<file path="config.mk">
export PLATFORM = sky130hd
export DESIGN_NAME = cpu_state_sequencer
export DESIGN_NICKNAME = d
export VERILOG_FILES = /design/src/rtl/cpu_state_sequencer_pkg.sv /design/src/rtl/cpu_state_sequencer.sv
export SDC_FILE = /design/constraint.sdc
export NUM_CORES = 1
export LEC_CHECK = 0
export CELL_PAD_IN_SITES_DETAIL_PLACEMENT = 1
export CELL_PAD_IN_SITES_GLOBAL_PLACEMENT = 1
export CORE_UTILIZATION = 29
export CTS_CLUSTER_DIAMETER = 40
export DETAILED_ROUTE_END_ITERATION = 8
export HOLD_SLACK_MARGIN = 0.1
export PLACE_DENSITY = 0.88
export SYNTH_ARGS = -nofsm -noshare
export SYNTH_HDL_FRONTEND = slang
export SYNTH_SLANG_ARGS = --single-unit
</file>
<file path="constraint.sdc">
create_clock -name clk -period 1.5 [get_ports clk]
set_input_delay 0.225 -clock clk [delete_from_list [all_inputs] [get_ports clk]]
set_output_delay 0.225 -clock clk [all_outputs]
set_load 0.02 [all_outputs]
</file>
<file path="src/rtl/cpu_state_sequencer_pkg.sv">
// rtl/cpu_state_sequencer_pkg.sv - state, opcode and group encodings shared by the core sequencer
// STATE_HALT exists only when SEQ_DEBUG_HALT_EN is defined.
package cpu_state_sequencer_pkg;

   localparam int STATE_COUNT  = 3;
   localparam int OPCODE_COUNT = 6;
   localparam int GROUP_COUNT  = 8;
   localparam int SEQ_WAIT_W   = 4;

   typedef enum logic [STATE_COUNT-1:0] {
      STATE_RESET = 3'd0,
      STATE_IF    = 3'd1,
      STATE_ID    = 3'd2,
      STATE_EX    = 3'd3,
      STATE_MEM   = 3'd4,
      STATE_WB    = 3'd5
`ifdef SEQ_DEBUG_HALT_EN
      ,
      STATE_HALT  = 3'd6
`endif
   } state_e;

   localparam logic [OPCODE_COUNT-1:0] TYPE_NOP      = 6'd0;
   localparam logic [OPCODE_COUNT-1:0] TYPE_ADD      = 6'd1;
   localparam logic [OPCODE_COUNT-1:0] TYPE_LDS      = 6'd2;
   localparam logic [OPCODE_COUNT-1:0] TYPE_RJMP     = 6'd3;
   localparam logic [OPCODE_COUNT-1:0] TYPE_RET      = 6'd4;
   localparam logic [OPCODE_COUNT-1:0] TYPE_RETI     = 6'd5;
   localparam logic [OPCODE_COUNT-1:0] TYPE_RCALL    = 6'd6;
   localparam logic [OPCODE_COUNT-1:0] TYPE_CALL_ISR = 6'd7;

   localparam int GROUP_ALU      = 0;
   localparam int GROUP_MEM_RD   = 1;
   localparam int GROUP_MEM_WR   = 2;
   localparam int GROUP_IO       = 3;
   localparam int GROUP_STACK    = 4;
   localparam int GROUP_BRANCH   = 5;
   localparam int GROUP_SREG     = 6;
   localparam int GROUP_TWO_WORD = 7;

   // Stack-touching control transfers need a second MEM sub-cycle.
   function automatic logic is_two_cycle(input logic [OPCODE_COUNT-1:0] op);
      return (op == TYPE_RET) || (op == TYPE_RETI) ||
             (op == TYPE_RCALL) || (op == TYPE_CALL_ISR);
   endfunction

endpackage

</file>
<file path="src/rtl/cpu_state_sequencer.sv">
// rtl/cpu_state_sequencer.sv - multicycle IF/ID/EX/MEM/WB control FSM with interrupt entry
// Optional debug halt/step support is enabled by defining SEQ_DEBUG_HALT_EN.
module cpu_state_sequencer
   import cpu_state_sequencer_pkg::*;
#(
   parameter int RESET_WAIT_CYCLES = 2
) (
   input  logic                    clk,
   input  logic                    rst_n,
   input  logic [OPCODE_COUNT-1:0] opcode_type,
   input  logic [GROUP_COUNT-1:0]  opcode_group,
   input  logic                    irq_req,
   input  logic                    i_flag,
   output logic [STATE_COUNT-1:0]  state,
   output logic                    cycle_count,
   output logic                    ir_load,
   output logic                    pc_write,
   output logic                    isr_take,
   output logic                    retired
`ifdef SEQ_DEBUG_HALT_EN
   ,
   input  logic                    dbg_halt,
   input  logic                    dbg_step,
   output logic                    halted
`endif
);

   localparam logic [SEQ_WAIT_W-1:0] WAIT_LAST = SEQ_WAIT_W'(RESET_WAIT_CYCLES - 1);

   state_e                state_q, state_d;
   logic [SEQ_WAIT_W-1:0] wait_q, wait_d;
   logic                  cycle_q, cycle_d;
   logic                  two_cycle_q, two_cycle_d;
   logic                  reti_shadow_q, reti_shadow_d;
   logic                  isr_take_q, isr_take_d;
   logic                  irq_take;

   // Group flags are consumed by the signal generator, not by sequencing.
   logic unused_group;
   assign unused_group = ^opcode_group;

   assign irq_take = irq_req && i_flag && !reti_shadow_q;

   always_ff @(posedge clk or negedge rst_n) begin
      if (!rst_n) begin
         state_q       <= STATE_RESET;
         wait_q        <= '0;
         cycle_q       <= 1'b0;
         two_cycle_q   <= 1'b0;
         reti_shadow_q <= 1'b0;
         isr_take_q    <= 1'b0;
      end else begin
         state_q       <= state_d;
         wait_q        <= wait_d;
         cycle_q       <= cycle_d;
         two_cycle_q   <= two_cycle_d;
         reti_shadow_q <= reti_shadow_d;
         isr_take_q    <= isr_take_d;
      end
   end

   always_comb begin
      state_d       = state_q;
      wait_d        = wait_q;
      cycle_d       = 1'b0;
      two_cycle_d   = two_cycle_q;
      reti_shadow_d = reti_shadow_q;
      isr_take_d    = isr_take_q;
      case (state_q)
         STATE_RESET: begin
            if (wait_q == WAIT_LAST) begin
               state_d = STATE_IF;
               wait_d  = '0;
            end else begin
               wait_d  = wait_q + SEQ_WAIT_W'(1);
            end
         end
         STATE_IF: state_d = STATE_ID;
         STATE_ID: state_d = STATE_EX;
         STATE_EX: begin
            state_d     = STATE_MEM;
            two_cycle_d = is_two_cycle(opcode_type);
            // Latched early so the RETI's own WB is already masked.
            if (opcode_type == TYPE_RETI) begin
               reti_shadow_d = 1'b1;
            end
         end
         STATE_MEM: begin
            if (two_cycle_q && !cycle_q) begin
               cycle_d = 1'b1;
            end else begin
               state_d = STATE_WB;
            end
         end
         STATE_WB: begin
            state_d       = STATE_IF;
            reti_shadow_d = 1'b0;
            isr_take_d    = 1'b0;
`ifdef SEQ_DEBUG_HALT_EN
            if (dbg_halt) begin
               state_d = STATE_HALT;
            end else if (irq_take) begin
               isr_take_d = 1'b1;
            end
`else
            if (irq_take) begin
               isr_take_d = 1'b1;
            end
`endif
         end
`ifdef SEQ_DEBUG_HALT_EN
         STATE_HALT: begin
            if (!dbg_halt || dbg_step) begin
               state_d = STATE_IF;
            end
         end
`endif
         default: begin
            state_d       = STATE_RESET;
            wait_d        = '0;
            two_cycle_d   = 1'b0;
            reti_shadow_d = 1'b0;
            isr_take_d    = 1'b0;
         end
      endcase
   end

   assign state       = state_q;
   assign cycle_count = cycle_q;
   assign ir_load     = (state_q == STATE_IF) && !isr_take_q;
   assign pc_write    = (state_q == STATE_WB);
   assign retired     = (state_q == STATE_WB);
   assign isr_take    = isr_take_q;
`ifdef SEQ_DEBUG_HALT_EN
   assign halted      = (state_q == STATE_HALT);
`endif

endmodule

</file>
# After elaboration in Yosys (flattened, before gate mapping)
# Index checks and enable logic that the tools add are counted.
[totals]
register_bits = 11
out_inout_bits = 8
in_bits = 18
elab_cells = 50
[op_classes]
eq_ne = 13
n_reduce_logical = 17
n_mux = 12
n_bitwise = 1
n_addsub = 1
[op_table]
columns = ["cell", "count"]
rows = [
  ["$eq A6 B3 Y1 const B", 4],
  ["$pmux W3 S6", 1],
  ["$reduce_or A5 Y1", 3],
  ["$pmux W4 S2", 1],
  ["$eq A3 B2 Y1 const B", 2],
  ["$eq A3 B3 Y1 const B", 2],
  ["$mux W3", 2],
  ["$ne A2 B2 Y1 const B", 3],
  ["$pmux W1 S2", 3],
  ["$add A4 B1 Y4 const B", 1],
  ["$eq A4 B1 Y1 const B", 1],
  ["$logic_and A1 B1 Y1", 4],
  ["$mux W1", 4],
  ["$mux W4", 1],
  ["$reduce_and A2 Y1", 2],
  ["$reduce_or A4 Y1", 1],
  ["$eq A3 B1 Y1 const B", 1],
  ["$logic_not A1 Y1", 3],
  ["$logic_not A3 Y1", 1],
  ["$logic_or A1 B1 Y1", 3],
  ["$not A1 Y1", 1],
]

# Depth between registers and ports, before layout
[logic_depth]
ltp_word = 5
mapped_depth = 5

# Worst setup path before layout
# OpenSTA, ideal clock, no wires.
[synth_timing]
path_kind = "reg-to-output"
startpoint = "register state_q[2] (netlist: state[2])"
endpoint = "output ir_load"
n_path_buf = 1
path_stages_with_launch = 3
slack_ns = -0.199
arrival_time_ns = 1.474
path_cell_list = "dfrtp_1 -> buf_2 -> nor4b_1"
[synth_via]
elab_chain_len = 2
[synth_lines]
columns = ["element", "line_no", "text"]
rows = [
  ["start: declaration", "cpu_state_sequencer.sv:30", "state_e state_q, state_d;"],
  ["start signal: assignment", "cpu_state_sequencer.sv:53", "state_q <= state_d;"],
  ["$eq A3 B1 Y1", "cpu_state_sequencer.sv:130", "assign ir_load = (state_q == STATE_IF) && !isr_take_q;"],
  ["$logic_and A1 B1 Y1", "cpu_state_sequencer.sv:130", ""],
  ["end: declaration", "cpu_state_sequencer.sv:16", "output logic ir_load,"],
]
# Every way passes these cells.

# Worst setup path after layout
[layout_timing]
startpoint = "register state_q[0] (netlist: state[0])"
endpoint = "output state[0]"
[layout_lines]
columns = ["element", "line_no", "text"]
rows = [
  ["end: declaration", "cpu_state_sequencer.sv:14", "output logic [STATE_COUNT-1:0] state,"],
]
# No word-level cell between the ends.

==> results.yml <==
cts:
  cts_setup_buffers: 0
  cts_sinks: 11
  cts-buffers-inserted: 3
  holdBufCountCts: 0
  cts_buffer_depth: 2
  clockRootBuffer: "clkbuf_4"
  cts_tree: "yes"
  h-tree-depth: 1
  clock_latency_ps: 270
  path_clk_slew_ps: 80
timing:
  slew_headroom: 0.652
  whs_ps: 291
  worst_pin_slew_ps: 520
  slew_viol_final: 0
  hold_violations: 0
  fin_skew_ps: 3.17
  setup_viol: 0
  period_share: 0.945
  rsz0062_at_grt: "false"
  max_freq_mhz: 705
  period_minus_slack_ps: 1420
grt:
  grtUsageTotal: 0.164
  antenna_found_initial: 0
  overflow: 0
  grt_pass1_vias: 594
  grt_max_degree: 12
  grt_pass1_wl_um: 2530
critical_path:
  crit_chain: "buf_4, dlygate4sd2_1"
  start_kind: "register"
  setup.worst_path.end_class: "output port"
  reg2reg_to: "wait_q[3]"
  cp-endpoint: "state[0]"
  crit_required_ps: 1270
  crit_fanout: 6
  cp.arrival_ps: 1190
  critical_path_class: "reg2out"
  regToRegStartpoint: "state[0]"
  reg2reg_depth: 4
  rrSetupSlack_ps: 160
  slowest_stage: "dfrtp_1"
  slowest_delay_ps: 420
  crit_start: "state[0]"
logic_synthesis:
  synthesis.area_um2: 602
  yosys.area_share.simple: 0.277
  ys_seq_area_frac: 0.457
  synth_xor_area_frac: 0.0146
  syn_nets: 86
  async_flop_share: 1.00
  synth_fa_ha_area_frac: 0.0416
  synth_top_family_by_area: "simple AND/OR/NAND/NOR gates"
  synth-warning-count: 0
  avgSynthCellArea_um2: 9.12
  synth-compound-area-share: 0.141
  synth_seq_cells: 11
  syn_inst: 66
  synth-main-ff-cell: "dfrtp_1"
  muxShareOfSynthArea: 0
  yosysUniqueCellTypes: 25
  synth_edf_count: 0
floorplan:
  die_height_um: 47.6
  rows: 16
  core_mm2: 0.00196
  die_w_um: 47.6
  die-area_mm2: 0.00226
  initial_core_util: 0.307
  ios: 26
status:
  status: "finished, final reports clean"
cells_and_area:
  final_cell_area_um2: 852
  layout_commonest_cell: "dfrtp_1"
  multiInputGateArea_um2: 297
  mostFrequentLayoutCells: "dfrtp_1, o21ai_0, clkdlybuf4s50_1"
  ff_latch_area_um2: 275
  diodes: 0
  layout.nets: 111
  syn_to_final_growth_pct: 41.6
  drive_gt1_frac: 0.178
  fillers: 265
drt:
  drtIter0Drc: 10
  wire_per_inst_um: 13.5
  antenna_left: 0
  vias_per_cell: 5.00
  dr.pass1.iters: 4
  drc_errors: 0
  vias: 585
  wl_um: 1580
place:
  gp_congestion: 0.702
  hpwl_um: 1240
  placed_area_um2: 842
  io_buffers: 17
worst_hold_path:
  hold_path_class: "in2async"
power:
  p_per_area_mw_per_mm2: 1820
  p_leak_nw: 0.404
  power_w: 0.00155
  peakVddDrop_v: 0.000637
flow_run:
  maxCapViolCount: 0
[where the power goes]
part | leakage (nW) | total (W) | switching, W | internal [W]
clock network | 0.0150 | 0.000211 | 0.000108 | 0.000103
logic | 0.246 | 0.000825 | 0.000450 | 0.000375
registers | 0.143 | 0.000517 | 0.000114 | 0.000403
[critical path: cells and delay by family, from the launching register on]
kind / cells / cell delay, ps
buffers and inverters: 2 / 500
DFF: 1 / 420
[kinds of logic after synthesis]
group,count (synthesis)
and+or+nand+nor,29
AOI/OAI and AO/OA,14
DFF,11
buffers and inverters,9
adders and majority gates,2
xor gates and xnor gates,1
[per-stage QoR]
| stage | utilization | setup slack [ps] | cells | TNS [ps] |
|---|---|---|---|---|
| after global routing | 0.434 | 24.7 | 117 | 0 |
| final | 0.434 | 82.1 | 117 | 0 |
| after global placement | 0.429 | -12.8 | 113 | -22.8 |
| after floorplan | - | 69.2 | 66 | 0 |
| after detailed placement | 0.429 | -42.8 | 113 | -114 |
| after CTS | 0.439 | 2.79 | 117 | 0 |
[flip-flops by register name, summed over array words and instances, names as in the netlist]
register and cells:
cycle_count 1, wait_q 4, state 3, reti_shadow_q 1, two_cycle_q 1, isr_take 1
[cell usage after synthesis (all sizes together) (2+ instances only)]
library cell | instances | area [um2]
nor2b | 2 | 12.5
ha | 2 | 25.0
nor3 | 2 | 10.0
dfrtp | 11 | 275
nor2 | 5 | 18.8
o21ai | 9 | 45.0
nor4b | 2 | 17.5
buf | 4 | 22.5
nand3b | 2 | 15.0
inv | 5 | 18.8
nand2 | 6 | 22.5
nand3 | 3 | 15.0
nand4b | 2 | 17.5
[how the worst min path moves through the flow]
| stage | start | endpoint | slack [ps] | cells after the start |
|---|---|---|---|---|
| 5_1_grt | rst_n | wait_q[3] | 320 | 1 |
| 4_1_cts | rst_n | wait_q[3] | 310 | 1 |
| 2_1_floorplan | rst_n | cycle_count | -70 | 0 |
| 6_report | rst_n | wait_q[3] | 290 | 1 |
| 3_3_place_gp | reti_shadow_q | reti_shadow_q | 500 | 2 |
| 3_5_place_dp | reti_shadow_q | reti_shadow_q | 520 | 2 |
[per-layer routing]
layer	up-vias	part of all wire	track usage
met5	-	0	0
met2	21	0.52	0.312
met3	0	0.052	0.0113
li1	279	-	-
met1	285	0.42	0.188
met4	0	0	0.0667
[final cells by class]
type	count	area share
timing repair buffer	24	0.236
multi-input combinational	46	0.348
sequential	11	0.323
clock buffer	4	0.0308
inverter	5	0.0220
tap	27	0.0396
[what timing repair did]
action	CTS	global route
setup endpoints to repair	7	7
resized for setup	15	6
pin swaps	0	0
No activity file was read; power rests on OpenSTA's default activity.
